--- src/rtl/univ_shift_reg_pkg.sv ---
// Shared definitions for the universal shift register:
// op codes, burst FSM states and the burst-count width helper.
package univ_shift_reg_pkg;

  localparam logic [2:0] OP_HOLD  = 3'd0;
  localparam logic [2:0] OP_LOAD  = 3'd1;
  localparam logic [2:0] OP_SHL   = 3'd2;
  localparam logic [2:0] OP_SHR   = 3'd3;
  localparam logic [2:0] OP_ROL   = 3'd4;
  localparam logic [2:0] OP_ROR   = 3'd5;
  localparam logic [2:0] OP_ASR   = 3'd6;
  localparam logic [2:0] OP_BURST = 3'd7;

  typedef enum logic {
    ST_IDLE = 1'b0,
    ST_RUN  = 1'b1
  } state_e;

  // Bits needed to hold a count of 0..w inclusive.
  function automatic int calc_cw(input int w);
    return $clog2(w + 1);
  endfunction

endpackage

--- src/rtl/univ_shift_reg_shift_burst_ctrl.sv ---
// Burst controller: IDLE/RUN FSM, saturating down-counter, busy/done.
// Ports: clk, reset, start (burst request), cnt -> shift_en, busy, done.
module shift_burst_ctrl
  import univ_shift_reg_pkg::*;
#(
  parameter int WIDTH = 8,
  localparam int CW = calc_cw(WIDTH)
) (
  input  logic          clk,
  input  logic          reset,
  input  logic          start,
  input  logic [CW-1:0] cnt,
  output logic          shift_en,
  output logic          busy,
  output logic          done
);

  localparam logic [CW-1:0] WMAX = CW'(WIDTH);

  state_e        state_q, state_d;
  logic [CW-1:0] cnt_q, cnt_d;
  logic          done_q, done_d;
  logic [CW-1:0] n;

  // Requests longer than the register saturate to a full flush.
  assign n = (cnt > WMAX) ? WMAX : cnt;

  always_comb begin
    state_d = state_q;
    cnt_d   = cnt_q;
    done_d  = 1'b0;
    unique case (state_q)
      ST_IDLE: begin
        if (start) begin
          if (n == '0) begin
            done_d = 1'b1;
          end else begin
            cnt_d   = n;
            state_d = ST_RUN;
          end
        end
      end
      ST_RUN: begin
        cnt_d = cnt_q - 1'b1;
        if (cnt_q == CW'(1)) begin
          state_d = ST_IDLE;
          done_d  = 1'b1;
        end
      end
    endcase
  end

  always_ff @(posedge clk) begin
    if (reset) begin
      state_q <= ST_IDLE;
      cnt_q   <= '0;
      done_q  <= 1'b0;
    end else begin
      state_q <= state_d;
      cnt_q   <= cnt_d;
      done_q  <= done_d;
    end
  end

  assign shift_en = (state_q == ST_RUN);
  assign busy     = (state_q == ST_RUN);
  assign done     = done_q;

endmodule

--- src/rtl/univ_shift_reg.sv ---
// Universal shift register: load, shifts, rotates, burst serializer.
// Ports: clk, reset, op, d, sin_l, sin_r, cnt -> q, so_lsb, so_msb, busy, done.
module univ_shift_reg
  import univ_shift_reg_pkg::*;
#(
  parameter int WIDTH = 8,
  localparam int CW = calc_cw(WIDTH)
) (
  input  logic             clk,
  input  logic             reset,
  input  logic [2:0]       op,
  input  logic [WIDTH-1:0] d,
  input  logic             sin_l,
  input  logic             sin_r,
  input  logic [CW-1:0]    cnt,
  output logic [WIDTH-1:0] q,
  output logic             so_lsb,
  output logic             so_msb,
  output logic             busy,
  output logic             done
);

  logic [WIDTH-1:0] q_q, q_d;
  logic             shift_en;
  logic             start;

  // Only meaningful while idle; the controller ignores it in RUN.
  assign start = (op == OP_BURST);

  shift_burst_ctrl #(
    .WIDTH (WIDTH)
  ) u_ctrl (
    .clk      (clk),
    .reset    (reset),
    .start    (start),
    .cnt      (cnt),
    .shift_en (shift_en),
    .busy     (busy),
    .done     (done)
  );

  always_comb begin
    q_d = q_q;
    if (shift_en) begin
      q_d = {sin_l, q_q[WIDTH-1:1]};
    end else begin
      case (op)
        OP_LOAD: q_d = d;
        OP_SHL:  q_d = {q_q[WIDTH-2:0], sin_r};
        OP_SHR:  q_d = {sin_l, q_q[WIDTH-1:1]};
        OP_ROL:  q_d = {q_q[WIDTH-2:0], q_q[WIDTH-1]};
        OP_ROR:  q_d = {q_q[0], q_q[WIDTH-1:1]};
        OP_ASR:  q_d = {q_q[WIDTH-1], q_q[WIDTH-1:1]};
        default: q_d = q_q;
      endcase
    end
  end

  always_ff @(posedge clk) begin
    if (reset) begin
      q_q <= '0;
    end else begin
      q_q <= q_d;
    end
  end

  assign q      = q_q;
  assign so_lsb = q_q[0];
  assign so_msb = q_q[WIDTH-1];

endmodule

--- config.mk ---
export PLATFORM = sky130hd
export DESIGN_NAME = univ_shift_reg
export DESIGN_NICKNAME = d
export VERILOG_FILES = /design/src/rtl/univ_shift_reg_pkg.sv /design/src/rtl/univ_shift_reg_shift_burst_ctrl.sv /design/src/rtl/univ_shift_reg.sv
export SDC_FILE = /design/constraint.sdc
export NUM_CORES = 1
export LEC_CHECK = 0
export CORE_UTILIZATION = 47
export DETAILED_ROUTE_END_ITERATION = 10
export PLACE_DENSITY = 0.83
export SYNTH_ARGS = -nofsm -noshare
export SYNTH_HDL_FRONTEND = slang
export SYNTH_SLANG_ARGS = --single-unit
--- constraint.sdc ---
create_clock -name clk -period 2.8 [get_ports clk]
set_input_delay 0.28 -clock clk [delete_from_list [all_inputs] [get_ports clk]]
set_output_delay 0.28 -clock clk [all_outputs]
set_load 0.1 [all_outputs]
Yosys cells after proc, flatten, opt, wreduce, memory -nomap -nowiden

Cells that the tools add are included.

Register bits after elaboration: 14
Input bits: 19
Output and inout port bits: 12
Word-level logic and storage cells: 38

Mux-type cells: 14
Bitwise gates (word level): 1
Eq/ne operators: 11
Reduce and logical (&&, ||, !) cells: 5
Magnitude comparators: 1
Add/sub/neg operators: 1

Operators by type and width:

| cell                                                                    | count |
|---|---|
| 8-bit case mux with 6 select lines                                      | 1 |
| 3-bit equality test, second input constant                              | 4 |
| 4-bit 2-to-1 mux                                                        | 3 |
| 8-bit 2-to-1 mux                                                        | 1 |
| 4-bit case mux with 2 select lines                                      | 1 |
| 7-bit nonzero test                                                      | 1 |
| 3-bit by 2-bit equality test with 1-bit output, second input constant   | 2 |
| 1-bit 2-to-1 mux                                                        | 6 |
| 6-bit nonzero test                                                      | 1 |
| 4-bit by 1-bit equality test with 1-bit output, second input constant   | 1 |
| 4-bit > comparator, second input constant                               | 1 |
| 4-bit logical NOT                                                       | 1 |
| 2-bit inequality test, second input constant                            | 2 |
| 1-bit case mux with 2 select lines                                      | 2 |
| 2-bit AND reduction                                                     | 2 |
| 4-bit by 1-bit subtractor with 4-bit output, second input constant      | 1 |
| 3-bit by 1-bit equality test with 1-bit output, second input constant   | 1 |
| 2-bit by 1-bit inequality test with 1-bit output, second input constant | 1 |
| 1-bit NOT                                                               | 1 |

Logic depth before layout (Yosys ltp)

Depth after elaboration: 6
Mapped depth: 5
Depth with buffers taken out: 5

Cells and area by module

A second synthesis with hierarchy kept.

Cell total of the unflattened synthesis: 118
Area total of the unflattened synthesis: 1022.2 um^2

Modules (own cells, without submodules):

| module           | area each (um^2) | sequential area each (um^2) | cells an instance | instances |
|---|---|---|---|---|
| univ_shift_reg   | 644.4            | 160.2                       | 74                | 1 |
| shift_burst_ctrl | 377.9            | 120.1                       | 44                | 1 |

Worst setup path after synthesis

No wires, ideal clock.

Path kind: register to register
Start point: register u_ctrl.state_q (netlist: u_ctrl.busy)
End point: register q_q[6] (netlist: q[6])
Required time: 2.737 ns
Buffers on the path: 1
Slack: 0.754 ns
Period minus slack after synthesis: 2.046 ns
Stages on the path, launching flop included: 5
Setup time: 0.063 ns
Arrival time: 1.983 ns
Cells stage by stage: dfxtp_1 -> buf_2 -> a211oi_1 -> a311oi_2 -> a221o_1

Cells in the longest elaborated chain, start to end: 1
Elaborated cells between the ends (all ways): 2

RTL lines:

| item                                                             | RTL line                              | text |
|---|---|---|
| start: declaration                                               | univ_shift_reg_shift_burst_ctrl.sv:20 | `state_e state_q, state_d;` |
| start signal: assignment                                         | univ_shift_reg_shift_burst_ctrl.sv:59 | `state_q <= state_d;` |
| 7-bit nonzero test (no line) or 8-bit 2-to-1 mux (tied branches) | -                                     |  |
| end signal: assignment                                           | univ_shift_reg.sv:63                  | `q_q <= q_d;` |
| end: declaration                                                 | univ_shift_reg.sv:23                  | `logic [WIDTH-1:0] q_q, q_d;` |

Parallel ways exist; a longest one is shown, timed or not.
A chain may end at the register's enable or synchronous reset.

Final worst setup path

Start point: input op[1]
End point: register q_q[4] (netlist: q[4])

Cells in the longest elaborated chain, start to end: 3
Elaborated cells between the ends (all ways): 9

RTL lines:

| item                                        | RTL line             | text |
|---|---|---|
| start: declaration                          | univ_shift_reg.sv:11 | `input logic [2:0] op,` |
| 3-bit equality test (tied with other cells) | univ_shift_reg.sv:47 | `case (op)` |
| 8-bit case mux with 6 select lines          | univ_shift_reg.sv:47 |  |
| 8-bit 2-to-1 mux                            | univ_shift_reg.sv:44 | `if (shift_en) begin` |

Parallel ways exist; a longest one is shown, timed or not.

==> impl_metrics.yaml <==
placed_design:
  place_hpwl_um: 1640
  globalplace.congestion: 0.874
  port_buffers: 30
  dp.cells: 150
routing:
  num_vias: 900
  wl_um: 2200
  dr.pass1.iters: 4
  drtAntennaViolNets: 0
  drc_errors: 0
  drt-initial-drc-count: 37
  wl_per_cell_um: 14.3
  vias_per_cell: 5.84
power:
  p_per_area_mw_per_mm2: 527
  leakagePower_uw: 0.000423
  ir_worst_vdd_uv: 295
hold_path:
  min_path_type: "reg -> reg"
worst_setup_path:
  r2r_end: "q[6]"
  end_kind: "flip-flop"
  crit_start: "op[1]"
  crit_end: "q[4]"
  crit_arrival_ns: 2.15
  slowest_delay_ns: 0.62
  ff2ff_setup_slack_ns: 1.20
  slowest_stage: "clkdlybuf4s50_1"
  reg2regPathDepth: 3
  crit_type: "in -> reg"
  cp_data_required_time_ns: 3.03
  crit_path_start_kind: "input pin"
  r2r-start: "u_ctrl.busy"
  cp_max_fo: 12
  crit_chain: "clkdlybuf4s50_1 -> and3_4 -> or4_1 -> a21oi_1 -> a221o_1"
sta:
  fin_crit_ns: 1.93
  setup_viol: 0
  clock_skew_ns: 0.00670
  tns_ns: 0
  drv_slew: 0
  slew_headroom_pct: 64.1
  tightest_slew_ns: 0.538
  max_freq_ghz: 0.519
  finalHoldViolations: 0
  rsz0062_at_grt: "false"
  layout_worst_path_cycle_share_pct: 68.8
global_routing:
  grt_start_max_net_pins: 15
  grt_pass1_wl_um: 3530
  antenna_found_initial: 0
  grt_pass1_vias: 853
  track_usage_pct: 23.4
  grt_overflow_total: 0
clock_tree:
  clk_pin_slew_ns: 0.09
  max-clock-path-buffers: 2
  clock_sinks: 14
  cts_tree: "yes"
  clock-root-buffer: "clkbuf_4"
  worst_skew_pair.late_latency_ns: 0.28
  htreeDepth: 1
  cts_hold_buf: 0
  postCtsSetupRepairBufs: 0
  numCtsBuffers: 3
  post_cts_resize_count: 0
floorplan:
  die_y_um: 45.1
  core_area_mm2: 0.00173
  num_io_pins: 31
  rows: 15
  initial_core_util_pct: 50.6
  die_x_um: 45.1
  dieArea_mm2: 0.00203
yosys:
  yosysWarnings: 0
  synth_edf_count: 0
  ys_types: 38
  synth-seq-area-share_pct: 32.1
  synthCells: 104
  async_flop_share_pct: 0
  ys_ff_latch: 14
  synth-main-ff-cell: "dfxtp_1"
  syn_area_um2: 873
  synthesis.nets: 125
  syn_area_per_cell_um2: 8.40
layout:
  layout-drive-gt1-share_pct: 16.3
  mostFrequentLayoutCell: "clkdlybuf4s50_1"
  finalNetCount: 151
  antenna_cells: 0
  layout_common_cells: "clkdlybuf4s50_1 (18), dfxtp_1 (14), a21oi_1 (12), buf_4 (12), nand3b_1 (9)"
  fillers: 150
  instances_no_fill: 154
  area_growth_pct: 32.5
run_status:
  outcome: "completed"
job:
  max_cap_violations: 0
report_power, final:
part | switching (uW) | internal, uW
Combinational | 157 | 71.5
Clock | 69.9 | 79.1
Sequential | 18.1 | 215
kinds of logic (layout without fill, tap and decap cells):
kind of cell | after synthesis | in the layout | share of synthesized area [%]
and+or+nand+nor | 33 | 33 | 23.1
adders and majority gates | 2 | 2 | 2.86
xor gates and xnor gates | 2 | 2 | 2.01
buffers and inverters | 13 | 38 | 7.88
AOI/OAI and AO/OA | 40 | 40 | 32.1
DFF | 14 | 14 | 32.1
metrics by stage:
stage	util (%)	hold WS, ns	setup WS [ns]	total power, uW	area [um^2]
global route	67.0	0.535	0.779	638	1160
CTS	67.0	0.498	0.887	613	1160
finish	67.0	0.492	0.874	610	1160
detailed placement	64.9	0.486	0.604	464	1120
floorplan	-	0.454	0.754	406	873
global placement	64.9	0.473	0.667	462	1120
cell type report:
class | instances | area [um^2] | area share [%]
Multi-Input combinational cell | 77 | 524 | 45.3
Sequential cell | 14 | 280 | 24.2
Timing Repair Buffer | 30 | 270 | 23.4
Clock buffer | 4 | 36.3 | 3.14
Tap cell | 25 | 31.3 | 2.70
Inverter | 4 | 15.0 | 1.30
worst max-delay path: cells and delay by family:
| kind | cells | cell delay [ns] |
|---|---|---|
| simple gates | 2 | 0.94 |
| compound gates | 2 | 0.31 |
| buf+inv | 1 | 0.62 |
worst min path at each step:
| stage | cells after the start | end | from |
|---|---|---|---|
| after floorplan | 2 | u_ctrl.cnt_q[2] | cnt[2] |
| after global placement | 2 | u_ctrl.cnt_q[0] | u_ctrl.cnt_q[0] |
| after detailed placement | 2 | u_ctrl.cnt_q[0] | u_ctrl.cnt_q[0] |
| after CTS | 2 | u_ctrl.cnt_q[0] | u_ctrl.cnt_q[0] |
| after global routing | 2 | u_ctrl.cnt_q[0] | u_ctrl.cnt_q[0] |
| final | 2 | u_ctrl.cnt_q[0] | u_ctrl.cnt_q[0] |
per-layer routing:
| metal | track usage, % | up-vias | wire length, um |
|---|---|---|---|
| met5 | 0 | - | 0 |
| met4 | 9.70 | 0 | 14 |
| met3 | 4.00 | 4 | 137 |
| met2 | 42.0 | 42 | 1110 |
| met1 | 27.1 | 405 | 932 |
| li1 | - | 449 | - |
cells in the mapped netlist (2+ instances only):
master	n	area share, %
a211oi_1	2	1.7
a21oi_1	12	6.9
a221o_1	7	8.0
buf_2	3	1.7
buf_4	4	3.4
dfxtp_1	14	32
ha_1	2	2.9
inv_1	4	1.7
nand2_1	4	1.7
nand3_1	2	1.1
nand3b_1	9	7.7
nor2_1	5	2.1
nor3_1	3	1.7
o21ai_0	7	4.0
or3_1	2	1.4
or4_1	2	1.7
flip-flops by register name (all words and copies together) (netlist names):
| signal | count |
|---|---|
| q | 8 |
| u_ctrl.done | 1 |
| u_ctrl.busy | 1 |
| u_ctrl.cnt_q | 4 |
No activity file was read; power rests on OpenSTA's default activity.
